`config.mk`:
```
export PLATFORM = sky130hd
export DESIGN_NAME = nabp_swap_control
export DESIGN_NICKNAME = d
export VERILOG_FILES = /design/src/rtl/nabp_swap_control.sv
export SDC_FILE = /design/constraint.sdc
export NUM_CORES = 1
export LEC_CHECK = 0
export BUFFER_PORTS_ARGS = -buffer_cell sky130_fd_sc_hd__buf_2
export CAP_MARGIN = 20
export CORE_AREA = 2 2 162 164
export CTS_CLUSTER_SIZE = 20
export DETAILED_ROUTE_END_ITERATION = 12
export DIE_AREA = 0 0 164 166
export SYNTH_ARGS = -nofsm -noshare
export SYNTH_HDL_FRONTEND = slang
export SYNTH_SLANG_ARGS = --single-unit
```
`constraint.sdc`:
```
create_clock -name clk -period 2.4 [get_ports clk]
set_clock_uncertainty 0.2 [all_clocks]
set_input_delay 0.48 -clock clk [delete_from_list [all_inputs] [get_ports clk]]
set_output_delay 0.48 -clock clk [all_outputs]
set_load 0.02 [all_outputs]
```
`src/rtl/nabp_swap_control.sv`:
```
// nabp_swap_control
//   Upstream controller for a ping-pong pair of NABPProcessingSwappable units
//   (A and B). It steps the projection-angle counter, reads the per-angle
//   accumulator bases from a registered LUT, hands them to whichever unit
//   asks via next_itr, acknowledges swap requests in lock-step and forwards
//   the shifting unit's PE enable/taps to the PE array.
//
// Ports
//   clk, reset_n                 clock, asynchronous active-low reset
//   kick                         start one pass (only looked at in IDLE)
//   done                         1-cycle pulse at the end of a pass
//   lut_angle                    angle address to the accumulator LUT
//   lut_sh/mp_accu_*             LUT data, valid one cycle after lut_angle
//   {a,b}_sw_swap                unit phase finished, held until swap_ack
//   {a,b}_sw_next_itr            unit wants next-angle bases, held until ack
//   {a,b}_sw_pe_en, {a,b}_pe_taps  unit PE enable/taps
//   {a,b}_sh/mp_accu_*           registered bases per unit
//   {a,b}_swap_ack               1-cycle swap acknowledge
//   {a,b}_next_itr_ack           1-cycle acknowledge, bases valid same cycle
//   pe_en, pe_taps               selected unit's PE signals, registered
module nabp_swap_control #(
  parameter int unsigned NO_OF_ANGLES = 180,
  parameter int unsigned ANGLE_W      = 8,
  parameter int unsigned SH_W         = 16,
  parameter int unsigned MI_W         = 16,
  parameter int unsigned MB_W         = 16,
  parameter int unsigned TAPS_W       = 64
) (
  input  logic              clk,
  input  logic              reset_n,
  input  logic              kick,
  output logic              done,
  output logic [ANGLE_W-1:0] lut_angle,
  input  logic [SH_W-1:0]   lut_sh_accu_base,
  input  logic [MI_W-1:0]   lut_mp_accu_init,
  input  logic [MB_W-1:0]   lut_mp_accu_base,
  input  logic              a_sw_swap,
  input  logic              b_sw_swap,
  input  logic              a_sw_next_itr,
  input  logic              b_sw_next_itr,
  input  logic              a_sw_pe_en,
  input  logic              b_sw_pe_en,
  input  logic [TAPS_W-1:0] a_pe_taps,
  input  logic [TAPS_W-1:0] b_pe_taps,
  output logic [SH_W-1:0]   a_sh_accu_base,
  output logic [MI_W-1:0]   a_mp_accu_init,
  output logic [MB_W-1:0]   a_mp_accu_base,
  output logic [SH_W-1:0]   b_sh_accu_base,
  output logic [MI_W-1:0]   b_mp_accu_init,
  output logic [MB_W-1:0]   b_mp_accu_base,
  output logic              a_swap_ack,
  output logic              b_swap_ack,
  output logic              a_next_itr_ack,
  output logic              b_next_itr_ack,
  output logic              pe_en,
  output logic [TAPS_W-1:0] pe_taps
);

  localparam logic [ANGLE_W-1:0] LAST_ANGLE = ANGLE_W'(NO_OF_ANGLES);

  typedef enum logic [2:0] {
    IDLE,
    RUN,
    LUT_RD,
    NEXT_ACK,
    SWAP_ACK,
    DONE
  } state_t;

  state_t             state;
  logic [ANGLE_W-1:0] angle_cnt;
  logic               drained_a;
  logic               drained_b;
  logic               pe_sel;     // 0: unit A shifts, 1: unit B shifts
  logic               req_is_b;   // requester latched for LUT_RD/NEXT_ACK

  logic a_req;
  logic b_req;
  logic swap_ok;
  logic angles_left;
  logic sel_pe_en;
  logic idle_next;

  // A drained unit's held next_itr is never acked, so it is masked here;
  // otherwise it would starve the other unit and the pass could not end.
  assign a_req       = a_sw_next_itr & ~drained_a;
  assign b_req       = b_sw_next_itr & ~drained_b;
  assign swap_ok     = (a_sw_swap | drained_a) & (b_sw_swap | drained_b) &
                       (a_sw_swap | b_sw_swap);
  assign angles_left = angle_cnt < LAST_ANGLE;
  assign sel_pe_en   = pe_sel ? b_sw_pe_en : a_sw_pe_en;
  // pe_en is registered, so it is cleared on the way into IDLE to read 0
  // for every cycle the FSM sits in IDLE.
  assign idle_next   = (state == DONE) | ((state == IDLE) & ~kick);

  always_ff @(posedge clk or negedge reset_n) begin
    if (!reset_n) begin
      state          <= IDLE;
      angle_cnt      <= '0;
      drained_a      <= 1'b0;
      drained_b      <= 1'b0;
      pe_sel         <= 1'b1;
      req_is_b       <= 1'b0;
      done           <= 1'b0;
      lut_angle      <= '0;
      a_sh_accu_base <= '0;
      a_mp_accu_init <= '0;
      a_mp_accu_base <= '0;
      b_sh_accu_base <= '0;
      b_mp_accu_init <= '0;
      b_mp_accu_base <= '0;
      a_swap_ack     <= 1'b0;
      b_swap_ack     <= 1'b0;
      a_next_itr_ack <= 1'b0;
      b_next_itr_ack <= 1'b0;
      pe_en          <= 1'b0;
      pe_taps        <= '0;
    end else begin
      done           <= 1'b0;
      a_swap_ack     <= 1'b0;
      b_swap_ack     <= 1'b0;
      a_next_itr_ack <= 1'b0;
      b_next_itr_ack <= 1'b0;
      pe_en          <= sel_pe_en & ~idle_next;
      pe_taps        <= pe_sel ? b_pe_taps : a_pe_taps;

      case (state)
        IDLE: begin
          if (kick) begin
            angle_cnt <= '0;
            lut_angle <= '0;
            drained_a <= 1'b0;
            drained_b <= 1'b0;
            pe_sel    <= 1'b1;
            state     <= RUN;
          end
        end

        RUN: begin
          if (swap_ok) begin
            a_swap_ack <= a_sw_swap;
            b_swap_ack <= b_sw_swap;
            pe_sel     <= ~pe_sel;
            state      <= SWAP_ACK;
          end else if (a_req) begin
            if (angles_left) begin
              lut_angle <= angle_cnt;
              req_is_b  <= 1'b0;
              state     <= LUT_RD;
            end else begin
              drained_a <= 1'b1;
            end
          end else if (b_req) begin
            if (angles_left) begin
              lut_angle <= angle_cnt;
              req_is_b  <= 1'b1;
              state     <= LUT_RD;
            end else begin
              drained_b <= 1'b1;
            end
          end else if (drained_a & drained_b & ~a_sw_swap & ~b_sw_swap) begin
            done  <= 1'b1;
            state <= DONE;
          end
        end

        LUT_RD: begin
          if (req_is_b) begin
            b_sh_accu_base <= lut_sh_accu_base;
            b_mp_accu_init <= lut_mp_accu_init;
            b_mp_accu_base <= lut_mp_accu_base;
            b_next_itr_ack <= 1'b1;
          end else begin
            a_sh_accu_base <= lut_sh_accu_base;
            a_mp_accu_init <= lut_mp_accu_init;
            a_mp_accu_base <= lut_mp_accu_base;
            a_next_itr_ack <= 1'b1;
          end
          state <= NEXT_ACK;
        end

        NEXT_ACK: begin
          // lut_angle is advanced together with the counter so the LUT's
          // registered read has already settled by the next LUT_RD.
          angle_cnt <= angle_cnt + 1'b1;
          lut_angle <= angle_cnt + 1'b1;
          state     <= RUN;
        end

        SWAP_ACK: state <= RUN;

        DONE: state <= IDLE;

        default: state <= IDLE;
      endcase
    end
  end

endmodule

```
==> Word level (Yosys, flattened, before mapping) <==
Cells that the tools add are included.
{ "word_totals": {"register_bits": 189, "latchBits": 0, "ram_bits": 0, "romBits": 0, "inputBits": 185, "wordCells": 118, "n_memories": 0} }
{ "classes": {"n_addsub": 1, "mul": 0, "div_mod_pow": 0, "n_lt_le_gt_ge": 1, "eq_ne": 14, "n_shift": 0, "muxes": 45, "bitwise_logic": 22, "n_reduce_logical": 15} }
{ "op_table": {"columns": ["op", "n"], "rows": [
  ["two-way mux 64 bit", 1],
  ["two-way mux 8 bit", 5],
  ["two-way mux 1 bit", 27],
  ["case mux 8 bit (3 select lines)", 1],
  ["two-way mux 3 bit", 6],
  ["case mux 8 bit (2 select lines)", 1],
  ["!= test 2 bit (second input constant)", 7],
  ["case mux 3 bit (4 select lines)", 1],
  ["AND 1 bit", 9],
  ["NOT 1 bit", 9],
  ["adder 8 x 1 -> 8 bit (second input constant)", 1],
  ["less-than comparator 8 bit (second input constant)", 1],
  ["AND reduction 2 bit", 4],
  ["AND reduction 4 bit", 2],
  ["== test 3 x 2 -> 1 bit (second input constant)", 2],
  ["== test 3 bit (second input constant)", 2],
  ["case mux 1 bit (2 select lines)", 3],
  ["AND reduction 6 bit", 1],
  ["nonzero test 2 bit", 3],
  ["!= test 5 bit (second input constant)", 1],
  ["AND reduction 5 bit", 1],
  ["bitwise OR 1 bit", 4],
  ["== test 3 x 1 -> 1 bit (second input constant)", 1],
  ["logical NOT 3 bit", 1],
  ["other kinds (4)", 4]
]} }

==> Logic depth before layout (Yosys ltp) <==
{ "depth": {"ltp_word": 8, "ltp_mapped": 7} }

==> Worst setup path after synthesis <==
No wires, ideal clock.
{ "synth_path": {"path_kind": "register to register", "from": "register angle_cnt[2]", "to": "register lut_angle[0]", "setup_time_ns": 0.125, "arrival_ns": 1.836, "slack_ns": 0.239, "path_stages_with_launch": 5, "n_path_buf": 0, "synth_period_minus_slack_ns": 2.161, "path_cell_list": "dfrtp_1 > o211a_1 > a221o_1 > a211oi_4 > mux2_4"} }
{ "synth_between": {"elab_chain_len": 6} }
{ "synth_lines": {"columns": ["item", "line", "text"], "rows": [
  ["start: declaration", "71", "logic [ANGLE_W-1:0] angle_cnt;"],
  ["start signal: assignment", "185", "angle_cnt <= angle_cnt + 1'b1;"],
  ["less-than comparator 8 bit (*)", "90", "assign angles_left = angle_cnt < LAST_ANGLE;"],
  ["two-way mux 8 bit (*)", null, null],
  ["two-way mux 8 bit", null, null],
  ["two-way mux 8 bit (*) (2 in a row)", null, null],
  ["case mux 8 bit (3 select lines) (*)", null, null],
  ["end signal: assignment", "147", "lut_angle <= angle_cnt;"],
  ["end signal: assignment", "155", "lut_angle <= angle_cnt;"],
  ["end signal: assignment", "186", "lut_angle <= angle_cnt + 1'b1;"],
  ["end: declaration", "33", "output logic [ANGLE_W-1:0] lut_angle,"]
]} }
Mark *: on every way between the ends. The rest lies on a longest branch, timed or not. The select of a mux whose other input is x is not followed.
A chain may end at the register's enable or synchronous reset.

==> Final worst setup path <==
{ "layout_path": {"from": "register angle_cnt[3]", "to": "register lut_angle[7]"} }
{ "layout_between": {"elab_chain_len": 6, "word_cells_on_any_way": 7, "classes_between": "1 x add/sub; 1 x order compare; 5 x mux"} }
{ "layout_lines": {"columns": ["item", "line", "text"], "rows": [
  ["less-than comparator 8 bit", "90", null],
  ["two-way mux 8 bit (4 in a row)", null, null],
  ["case mux 8 bit (3 select lines) (*)", "127", "case (state)"]
]} }
Marks and branches as above.

==> impl_metrics.env <==
export IMPL_cts_buffers=17
export IMPL_leakagePower_nw=5.18
export IMPL_place_area_um2=9910
export IMPL_whs_path_depth=2
export IMPL_antenna_left=0
export IMPL_p_per_area_nw_per_um2=1280
export IMPL_routed_wl_um=20800
export IMPL_multi_input_area_um2=2670
export IMPL_period_share_pct=91.7
export IMPL_cts_root_buf="clkbuf_16"
export IMPL_crit_type="flip-flop to flip-flop"
export IMPL_drv_slew=0
export IMPL_grt_setup_unrepaired="no"
export IMPL_synthArstFlopShare_pct=100
export IMPL_setup_viol=0
export IMPL_grt_pass1_wl_um=32300
export IMPL_via_per_inst=4.45
export IMPL_syn_nets=687
export IMPL_min_period_ps=2200
export IMPL_dr_total_vias=5430
export IMPL_seq_area_um2=4730
export IMPL_antenna_found_initial=0
export IMPL_critPathLaunchType="flip-flop"
export IMPL_clock_sinks=189
export IMPL_clk_pin_slew_worst_paths_ps=80
export IMPL_grt_total_usage_pct=15.5
export IMPL_core_area_um2=25600
export IMPL_cp_data_arrival_time_ps=2310
export IMPL_globalplace_congestion=0.805
export IMPL_max_cap_violations=0
export IMPL_drc_errors=0
export IMPL_n_fill_cell=2461
export IMPL_finalHoldViolations=0
export IMPL_fin_area_um2=10500
export IMPL_cts_resized=0
export IMPL_num_rows=59
export IMPL_tns_ps=0
export IMPL_layout_nets=1057
export IMPL_die_h_um=166
export IMPL_synth_ff_type="dfrtp_1"
export IMPL_drtPass1Iterations=4
export IMPL_dp_hpwl_um=15700
export IMPL_io_buffers=358
export IMPL_synth_edff_count=0
export IMPL_crit_path_end_kind="flip-flop"
export IMPL_start_util_pct=29.4
export IMPL_timing_fmax_mhz=455
export IMPL_cts_buffer_depth=2
export IMPL_status="finished clean"
export IMPL_grt_max_degree=47
export IMPL_worstPathRequired_ps=2510
export IMPL_synthesis_area_um2=7530
export IMPL_insertion_delay_ps=420
export IMPL_die_x_um=164
export IMPL_synth_distinct_cells=53
export IMPL_yosysWarnings=0
export IMPL_first_iter_violations=251
export IMPL_yosysSeqAreaShare_pct=62.8
export IMPL_syn_avg_cell_area_um2=15.0
export IMPL_overflow=0
export IMPL_cts_tree="done"
export IMPL_io_pins=359
export IMPL_syn_inst=501
export IMPL_htreeDepth=4
export IMPL_hold_path_class="input pin to flip-flop"
export IMPL_drive_above_1_share_pct=66.6
export IMPL_worst_pin_slew_ps=400
export IMPL_wl_per_cell_um=17.1
export IMPL_reg2reg_depth=5
export IMPL_max_slew_margin_pct=73.3
export IMPL_grt_pass1_vias=5653
export IMPL_ys_ff_latch=189
export IMPL_antenna_diode_count=0
export IMPL_die_area_um2=27200
export IMPL_crit_fanout=8
export IMPL_ir_worst_vdd_mv=0.614
export IMPL_area_growth_pct=39.5
[cell usage after synthesis (2+ instances only)]
library cell	number	share of area (%)
buf_2	6	0.40
nor3b_1	2	0.20
clkbuf_1	20	1.0
o21ai_0	11	0.73
nand4_1	2	0.17
dfrtp_1	188	62
nand3b_1	5	0.50
a31oi_1	3	0.25
and3_1	2	0.17
or3b_2	3	0.35
mux2_4	5	1.0
nor3_1	6	0.40
inv_1	3	0.15
and2_1	4	0.33
nor2_1	10	0.50
mux2i_1	9	1.2
nand2b_1	4	0.33
mux2_2	160	24
a22o_1	3	0.35
nand2_1	6	0.30
nor2b_1	3	0.25
nand3_1	5	0.33
buf_1	5	0.25
or4b_1	2	0.27
a21oi_1	6	0.40
[registers in the layout (all words and copies together), names as in the netlist, 16 cells and up]
name / count
b_mp_accu_init: 16
a_mp_accu_base: 16
a_sh_accu_base: 16
b_sh_accu_base: 16
b_mp_accu_base: 16
a_mp_accu_init: 16
pe_taps: 64
[critical path: stages (launching register included)]
cell      delay [ps]
dfrtp_1          440
o211a_1          280
a221o_1          390
a211oi_4         300
buf_12           170
mux2_4           310
[cell families (layout without fill, tap and decap cells)]
group | count (synthesis) | in the layout | share of synthesized area (%)
AND/OR/NAND/NOR | 66 | 66 | 5.63
XOR/XNOR | 1 | 1 | 0.116
adder cells (fa/ha/maj) | 1 | 1 | 0.166
multiplexers | 175 | 175 | 26.3
AO/OA/AOI/OAI | 35 | 35 | 3.19
buffers and inverters | 34 | 417 | 1.79
flip-flops | 189 | 189 | 62.8
[timing repair]
item / 4_1_cts / 5_1_grt
hold buffers: 1 / 0
setup endpoints to repair: 0 / 0
endpoints found under the hold margin: 34 / 0
setup buffers: 0 / 0
[final timing paths]
kind	from	slack [ps]	endpoint
setup / recovery	angle_cnt[3]$_DFFE_PN0P_	200	lut_angle[7]$_DFFE_PN0P_
hold / removal	a_pe_taps[31]	80	pe_taps[31]$_DFF_PN0_
setup reg to reg	angle_cnt[3]$_DFFE_PN0P_	200	lut_angle[7]$_DFFE_PN0P_
hold reg to reg	a_sh_accu_base[10]$_DFFE_PN0P_	280	a_sh_accu_base[10]$_DFFE_PN0P_
max in group asynchronous	reset_n	1040	pe_sel$_DFFE_PN1P_
min in group asynchronous	reset_n	350	a_sh_accu_base[12]$_DFFE_PN0P_
[power breakdown]
part / total [mW] / switching [mW] / internal [mW] / leakage (nW)
clock: 2.82 / 1.40 / 1.42 / 0.286
sequential: 4.93 / 0.554 / 4.38 / 2.29
combinational: 5.65 / 3.18 / 2.47 / 2.60
[cell type report]
cell class | count | area share, %
Timing Repair Buffer | 382 | 19.8
Tap cell | 335 | 3.99
Clock buffer | 18 | 4.18
Multi-Input combinational cell | 278 | 25.4
Clock inverter | 14 | 1.38
Inverter | 3 | 0.107
Sequential cell | 189 | 45.0
[cell usage in the layout, fill, tap and decap left out, types with 2 or more instances in the layout]
cell type | synthesis | layout
buf_2 | 6 | 357
dfrtp_1 | 188 | 188
mux2_2 | 160 | 160
clkbuf_16 | 0 | 17
buf_4 | 0 | 15
o21ai_0 | 11 | 11
nor2_1 | 10 | 10
mux2i_1 | 9 | 9
buf_12 | 0 | 8
nor3_1 | 6 | 6
a21oi_1 | 6 | 6
nand2_1 | 6 | 6
nand3b_1 | 5 | 5
nand3_1 | 5 | 5
mux2_4 | 5 | 5
inv_8 | 0 | 5
and2_1 | 4 | 4
nand2b_1 | 4 | 4
a31oi_1 | 3 | 3
a22o_1 | 3 | 3
or3b_2 | 3 | 3
nor2b_1 | 3 | 3
inv_1 | 3 | 3
clkinv_4 | 0 | 3
or4b_1 | 2 | 2
nor3b_1 | 2 | 2
nand4_1 | 2 | 2
and3_1 | 2 | 2
clkbuf_8 | 0 | 2
clkinv_8 | 0 | 2
inv_6 | 0 | 2
[routing by layer]
layer | vias to the layer above | GRT usage (%) | share of wire, %
met5 | - | 0 | 0
met1 | 2641 | 19.1 | 42
met2 | 238 | 26.4 | 49
met3 | 21 | 4.35 | 7.3
li1 | 2530 | - | -
met4 | 0 | 4.27 | 1.7
[stage by stage]
stage,std cells,setup slack (ps),power [mW],hold WS [ps],util (%)
3_5_place_dp,1186,193,10.7,237,38.7
2_1_floorplan,501,239,8.51,-15.6,-
3_3_place_gp,1186,225,10.6,240,38.7
4_1_cts,1219,222,13.6,55.8,41.0
6_report,1219,200,13.4,76.8,41.0
5_1_grt,1219,124,14.2,52.6,41.0
No activity file was read; power rests on OpenSTA's default activity.
